[config.mk]
export PLATFORM = sky130hd
export DESIGN_NAME = fft_spectrum_pingpong_ctrl
export DESIGN_NICKNAME = d
export VERILOG_FILES = /design/src/rtl/fft_spectrum_pingpong_ctrl.sv
export SDC_FILE = /design/constraint.sdc
export NUM_CORES = 1
export LEC_CHECK = 0
export ABC_AREA = 1
export BUFFER_PORTS_ARGS = -buffer_cell sky130_fd_sc_hd__buf_2
export CAP_MARGIN = 20
export CORE_ASPECT_RATIO = 0.9
export CORE_UTILIZATION = 51
export DETAILED_ROUTE_END_ITERATION = 6
export PLACE_DENSITY = 0.83
export SETUP_SLACK_MARGIN = 0.15
export SLEW_MARGIN = 20
export SYNTH_ARGS = -nofsm -noshare
export SYNTH_HDL_FRONTEND = slang
export SYNTH_SLANG_ARGS = --single-unit
[constraint.sdc]
create_clock -name sys_clk -period 4.1 [get_ports sys_clk]
set_input_delay 0.205 -clock sys_clk [delete_from_list [all_inputs] [get_ports sys_clk]]
set_output_delay 0.205 -clock sys_clk [all_outputs]
set_load 0.02 [all_outputs]
[src/rtl/fft_spectrum_pingpong_ctrl.sv]
// Ping-pong bank controller for the FFT magnitude RAM: the writer fills one bank while the
// last complete frame stays readable in the other and is streamed out over valid/ready.
module fft_spectrum_pingpong_ctrl #(
    parameter  int NPOINT = 1024,
    parameter  int MAG_W  = 16,
    parameter  int CNT_W  = 16,
    localparam int HALF   = NPOINT / 2,
    localparam int AW     = $clog2(HALF)
) (
    input  logic             sys_clk,
    input  logic             sys_rst,
    input  logic             wr_we_in,
    input  logic [AW-1:0]    wr_addr_in,
    input  logic [MAG_W-1:0] wr_din_in,
    output logic             ram_we,
    output logic [AW:0]      ram_waddr,
    output logic [MAG_W-1:0] ram_wdata,
    output logic [AW:0]      ram_raddr,
    input  logic [MAG_W-1:0] ram_rdata,
    input  logic             rd_start,
    output logic [MAG_W-1:0] out_tdata,
    output logic             out_tvalid,
    input  logic             out_tready,
    output logic             out_tlast,
    output logic             frame_ready,
    output logic             busy,
    output logic [CNT_W-1:0] drop_cnt
);

    typedef enum logic [1:0] {
        S_IDLE  = 2'd0,
        S_ISSUE = 2'd1,
        S_WAIT  = 2'd2,
        S_HOLD  = 2'd3
    } state_t;

    state_t           r_state;
    state_t           w_state_nxt;

    logic             r_wr_bank;
    logic             r_frame_ready;
    logic [AW-1:0]    r_rd_idx;
    logic [AW:0]      r_raddr;
    logic [MAG_W-1:0] r_tdata;
    logic             r_tvalid;
    logic             r_tlast;
    logic [CNT_W-1:0] r_drop_cnt;

    logic             w_frame_done;
    logic             w_accept;
    logic             w_swap;
    logic             w_drop;
    logic             w_busy;
    logic             w_capture;
    logic             w_handshake;
    logic             w_advance;
    logic             w_last_bin;

    function automatic logic [CNT_W-1:0] sat_inc(input logic [CNT_W-1:0] c);
        return (c == {CNT_W{1'b1}}) ? c : c + CNT_W'(1);
    endfunction

    assign ram_we    = wr_we_in;
    assign ram_wdata = wr_din_in;
    assign ram_waddr = {r_wr_bank, wr_addr_in};

    assign w_frame_done = wr_we_in && (wr_addr_in == AW'(HALF - 1));
    assign w_accept     = rd_start && r_frame_ready && (r_state == S_IDLE);
    // A bank swap is only safe while no stream is reading the other bank.
    assign w_swap       = w_frame_done && (r_state == S_IDLE) && !w_accept;
    assign w_drop       = w_frame_done && !w_swap;
    assign w_last_bin   = (r_rd_idx == AW'(HALF - 1));

    always_ff @(posedge sys_clk or posedge sys_rst) begin
        if (sys_rst) begin
            r_state <= S_IDLE;
        end else begin
            r_state <= w_state_nxt;
        end
    end

    always_comb begin
        w_state_nxt = r_state;
        case (r_state)
            S_IDLE:  if (w_accept) w_state_nxt = S_ISSUE;
            S_ISSUE: w_state_nxt = S_WAIT;
            S_WAIT:  w_state_nxt = S_HOLD;
            S_HOLD:  if (out_tready) w_state_nxt = r_tlast ? S_IDLE : S_ISSUE;
            default: w_state_nxt = S_IDLE;
        endcase
    end

    always_comb begin
        w_busy      = (r_state != S_IDLE);
        w_capture   = (r_state == S_WAIT);
        w_handshake = (r_state == S_HOLD) && out_tready;
        w_advance   = w_handshake && !r_tlast;
    end

    // Read address is set up one state ahead so it is stable throughout ISSUE.
    always_ff @(posedge sys_clk or posedge sys_rst) begin
        if (sys_rst) begin
            r_rd_idx <= '0;
            r_raddr  <= '0;
        end else if (w_accept) begin
            r_rd_idx <= '0;
            r_raddr  <= {~r_wr_bank, {AW{1'b0}}};
        end else if (w_advance) begin
            r_rd_idx <= r_rd_idx + AW'(1);
            r_raddr  <= {~r_wr_bank, r_rd_idx + AW'(1)};
        end
    end

    always_ff @(posedge sys_clk or posedge sys_rst) begin
        if (sys_rst) begin
            r_tdata  <= '0;
            r_tvalid <= 1'b0;
            r_tlast  <= 1'b0;
        end else if (w_capture) begin
            r_tdata  <= ram_rdata;
            r_tvalid <= 1'b1;
            r_tlast  <= w_last_bin;
        end else if (w_handshake) begin
            r_tvalid <= 1'b0;
        end
    end

    always_ff @(posedge sys_clk or posedge sys_rst) begin
        if (sys_rst) begin
            r_wr_bank     <= 1'b0;
            r_frame_ready <= 1'b0;
            r_drop_cnt    <= '0;
        end else begin
            if (w_swap) begin
                r_wr_bank     <= ~r_wr_bank;
                r_frame_ready <= 1'b1;
            end else if (w_accept) begin
                r_frame_ready <= 1'b0;
            end
            if (w_drop) begin
                r_drop_cnt <= sat_inc(r_drop_cnt);
            end
        end
    end

    assign ram_raddr   = r_raddr;
    assign out_tdata   = r_tdata;
    assign out_tvalid  = r_tvalid;
    assign out_tlast   = r_tlast;
    assign frame_ready = r_frame_ready;
    assign busy        = w_busy;
    assign drop_cnt    = r_drop_cnt;

endmodule
**Yosys cells after proc, flatten, opt, wreduce, memory -nomap -nowiden**

Index checks and enable logic that the tools add are counted.

- Register bits after elaboration: 57
- Input bits: 46
- Output and inout bits: 73
- Logic and storage cells: 51

- Add/subtract/negate cells: 2
- Eq/ne operators: 8
- Muxes and demuxes: 12
- Bitwise operators: 2
- Reductions and logical operators: 18

Operators by type and width:

| operator | count |
|---|---|
| 10-bit 2-to-1 mux | 2 |
| 9-bit equality test, second input constant | 2 |
| 9-bit 2-to-1 mux | 2 |
| 16-bit by 1-bit adder with 16-bit output, second input constant | 1 |
| 16-bit equality test, second input constant | 1 |
| 9-bit by 1-bit adder with 9-bit output, second input constant | 1 |
| 1-bit logical AND | 8 |
| 2-bit case mux with 4 select lines | 1 |
| 2-bit nonzero test | 4 |
| 1-bit 2-to-1 mux | 5 |
| 2-bit equality test, second input constant | 2 |
| 2-bit 2-to-1 mux | 2 |
| 2-bit inequality test, second input constant | 2 |
| 2-bit AND reduction | 2 |
| 1-bit logical NOT | 3 |
| 2-bit by 1-bit equality test with 1-bit output, second input constant | 1 |
| 2-bit logical NOT | 1 |
| 1-bit inverter | 2 |

**Longest topological paths before layout**

- Depth in word-level cells: 7
- Depth in mapped cells: 10
- Depth with buffers taken out: 9

**Least setup slack after synthesis**

Ideal clock, no wire load.

- Path kind: reg2reg
- Start point: reg r_drop_cnt[1], in the netlist drop_cnt[1]
- End point: reg r_drop_cnt[10], in the netlist drop_cnt[10]
- Setup time: 117 ps
- Arrival time: 1414 ps
- Required time: 3983 ps
- Slack: 2568 ps
- Cell stages (with the launch flop): 10
- Path buffers: 1
- Period minus slack after synthesis: 1532 ps
- Cell sequence: dfrtp_1 -> ha_1 -> nand2_1 -> nor2_4 -> nand3_4 -> nor2_4 -> nor2_4 -> buf_6 -> nand3b_1 -> nand2_1

- Longest elaborated chain between the ends: 3
- Elaborated cells on any way between the ends: 4
- Those cells by class: 1 x add/sub; 1 x eq/ne; 1 x bitwise; 1 x reduce/logical

Ends and longest elaborated chain:

| element | line | source |
|---|---|---|
| start: declaration | 47 | `logic [CNT_W-1:0] r_drop_cnt;` |
| start signal: assignment | 141 | `r_drop_cnt <= sat_inc(r_drop_cnt);` |
| branches (longest 3 deep; another with 16-bit by 1-bit adder with 16-bit output) | - |  |

Several ways; the timed one is not identified.
A chain may end at the register's enable or synchronous reset.

**Worst setup path after layout**

- Start point: reg r_state[0]
- End point: reg r_tdata[1], in the netlist out_tdata[1]

- Longest elaborated chain between the ends: 1

Ends and longest elaborated chain:

| element | line | source |
|---|---|---|
| start: declaration | 37 | `state_t r_state;` |
| start signal: assignment | 78 | `r_state <= w_state_nxt;` |
| 2-bit equality test | 95 | `w_capture = (r_state == S_WAIT);` |
| via w_capture | 54 | `logic w_capture;` |
| end signal: assignment | 120 | `r_tdata <= ram_rdata;` |
| end: declaration | 44 | `logic [MAG_W-1:0] r_tdata;` |

The timed path passes the listed nets, and every way through them passes these cells.

==> out/qor.tcl <==
set qor(status) {finished, final reports clean}
set qor(slew_viol_final) 0
set qor(synth.avg_cell_area_um2) 8.73
set qor(fmaxAchievable_ghz) 0.575
set qor(grt_start_max_net_pins) 49
set qor(finalWeightedCongestion) 0.837
set qor(rows) 24
set qor(setup_total_negative_slack_ps) 0
set qor(yosysWarningCount) 0
set qor(most-common-layout-cells) {buf_2 (86), nand2_1 (74), dfrtp_1 (48), nor2_1 (30), inv_1 (25)}
set qor(hold_path_class) {input pin to async pin}
set qor(layout_min_cycle_time_ps) 1740
set qor(synth_top_flop_cell) {dfrtp_1}
set qor(final.fill_count) 440
set qor(cp_max_fo) 19
set qor(die-area_um2) 5500
set qor(cts_setup_buffers) 0
set qor(commonest_non_fill_non_tap_cell_in_the_layout) {buf_2}
set qor(dpl.hpwl_mm) 3.84
set qor(wire_length_of_the_first_global_routing_pass_mm) 8.86
set qor(detail_route.vias_per_cell) 4.91
set qor(io-pin-count) 119
set qor(seq_area_frac_synth_pct) 45.3
set qor(drt_iter0_drc) 95
set qor(cts-root-buf) {clkbuf_8}
set qor(min_period_over_period_pct) 42.4
set qor(syn-cell-area_um2) 2650
set qor(crit_path_top_delay_cell) {ha_1}
set qor(critPathArrivalTime_ps) 1930
set qor(nNetsFinal) 420
set qor(flow.area_growth_from_synthesis_pct) 15.7
set qor(via_count) 2127
set qor(cts_resized) 0
set qor(cp_top_family) {adder cells}
set qor(die_height_um) 70.4
set qor(max_stage_delay_ps) 660
set qor(die-width_um) 78.0
set qor(ys_ff_latch) 48
set qor(clock_path_buffers) 2
set qor(cell_chain_critical_path) {inv_1, ha_1, mux2_2}
set qor(drcViolationCount) 0
set qor(vdd_ir_drop_max_mv) 0.348
set qor(drtAntennaViolNets) 0
set qor(cts_sinks) 48
set qor(power_leakage_nw) 1.54
set qor(max_slew_margin_pct) 45.9
set qor(timing.critical_path.to_type) {flop}
set qor(skew_ps) 14.5
set qor(netlist_instances) 304
set qor(finalCoreUtilization_pct) 62.3
set qor(cp_data_required_time_ps) 4290
set qor(portBuffers) 86
set qor(grt_remaining_overflow) 0
set qor(timing_worst_slew_pin_value_ps) 811
set qor(number_of_enable_type_register_cells_in_the_synthesized_netlist) 0
set qor(rsz0062_at_grt) {no}
set qor(initial_core_util_pct) 53.9
set qor(routed_wl_mm) 5.20
set qor(hold_buffers) 0
set qor(cts.clk_slew.worst_paths_ps) 100
set qor(worstSetupPathType) {flop to flop}
set qor(synthArstFlopShare_pct) 100
set qor(mappedNetlistNets) 357
set qor(post_synth_cell_types) 30
set qor(fp.coreArea_um2) 4920
set qor(drive_gt1_share_pct) 34.2
set qor(clock_tree.htree_level_count) 2
set qor(grt.total_usage_pct) 20.4
set qor(detail_route.wl_per_cell_um) 12.0
set qor(cts_tree) {built}
set qor(max-cap-violations) 0
set qor(setup-violations-final) 0
set qor(pwr_density_cell_nw_per_um2) 578
set qor(hold_viol_final) 0
set qor(path_buf_inv) 1
set qor(drt-pass1-iter-count) 4
set qor(first_global_vias) 2052
set qor(n_antenna_cell) 0
set qor(worst_setup_path_start_kind) {flop}
set qor(antenna_found_initial) 0
set qor(cts_made_buffers) 5
set qor(worst_skew_pair.late_latency_ps) 310
flip-flops by register name, indices dropped and copies added, names as in the netlist:
name / flops
r_wr_bank: 1
frame_ready: 1
ram_raddr: 2
out_tlast: 1
out_tvalid: 1
drop_cnt: 16
out_tdata: 16
r_state: 2
r_rd_idx: 8
kinds of logic (layout without fill, tap and decap cells):
logic type	Yosys count	count (layout)	share of synthesized area, %
buffers and inverters	57	121	12.3
flip-flops	48	48	45.3
adder cells (fa/ha/maj)	7	7	3.30
AO/OA/AOI/OAI	24	24	4.76
XOR/XNOR	4	4	1.32
AND/OR/NAND/NOR	148	148	26.3
multiplexers	16	16	6.79
path summary, 6_finish.rpt:
kind	slack, ps	endpoint	start	cells past startpoint
max in group asynchronous	3570	drop_cnt[4]$_DFFE_PP0P_	sys_rst	2
worst max-delay path	2360	out_tdata[1]$_DFFE_PP0P_	r_state[0]$_DFFE_PP0P_	3
worst min register to register	490	out_tvalid$_DFFE_PP0P_	out_tvalid$_DFFE_PP0P_	1
min in group sys_clk	130	out_tdata[2]$_DFFE_PP0P_	ram_rdata[2]	2
worst min-delay path	10	drop_cnt[2]$_DFFE_PP0P_	sys_rst	2
worst max register to register	2360	out_tdata[1]$_DFFE_PP0P_	r_state[0]$_DFFE_PP0P_	3
metrics by stage:
| stage | hold WS, ps | setup slack [ps] | instance area (µm²) | cells | total power (W) |
|---|---|---|---|---|---|
| after floorplan | 357 | 2570 | 2650 | 304 | 0.00121 |
| after global placement | 410 | 2420 | 2940 | 425 | 0.00138 |
| after detailed placement | 410 | 2350 | 2940 | 425 | 0.00141 |
| after CTS | 126 | 2340 | 3070 | 433 | 0.00179 |
| after global routing | 98.4 | 2260 | 3070 | 433 | 0.00189 |
| final | 12.3 | 2360 | 3070 | 433 | 0.00177 |
worst register-to-register path, cell delays in order, from the launching register on:
cell and delay (ps):
dfrtp_1 420, inv_1 120, ha_1 660, mux2_2 430
cell usage after synthesis, drive strengths merged (2+ instances only):
master	instances	area (µm²)
nor3	6	35.0
nor2	37	181
mux2	16	180
xor2	2	17.5
nand2	77	297
buf	30	224
nand3	14	82.6
xnor2	2	17.5
nand4	5	37.5
inv	27	101
a21oi	5	25.0
and2	2	13.8
o21ai	16	80.1
nand3b	6	45.0
dfrtp	48	1200
ha	7	87.6
area by class of cell:
| type | count | area (µm²) | area share [%] |
|---|---|---|---|
| clock inverter | 1 | 30.0 | 0.978 |
| timing repair buffer | 86 | 430 | 14.0 |
| clock buffer | 7 | 96.3 | 3.14 |
| multi-input combinational | 199 | 1130 | 36.7 |
| sequential | 48 | 1200 | 39.1 |
| inverter | 27 | 103 | 3.34 |
| tap | 65 | 81.3 | 2.65 |
per-layer routing:
metal  global-route usage [%]  vias up  share of wire [%]
li1                         -     1085                  -
met4                     10.1        0                2.5
met3                     2.75       16                5.1
met5                        0        -                  0
met1                     27.0      953                 48
met2                     33.1       73                 45
power by group:
group / switching [W] / internal (W) / total, W / leakage [nW]
logic: 0.000420 / 0.000272 / 0.000692 / 0.887
registers: 0.0000929 / 0.000612 / 0.000705 / 0.593
clock network: 0.000161 / 0.000215 / 0.000376 / 0.0645
No activity file was read; power rests on OpenSTA's default activity.
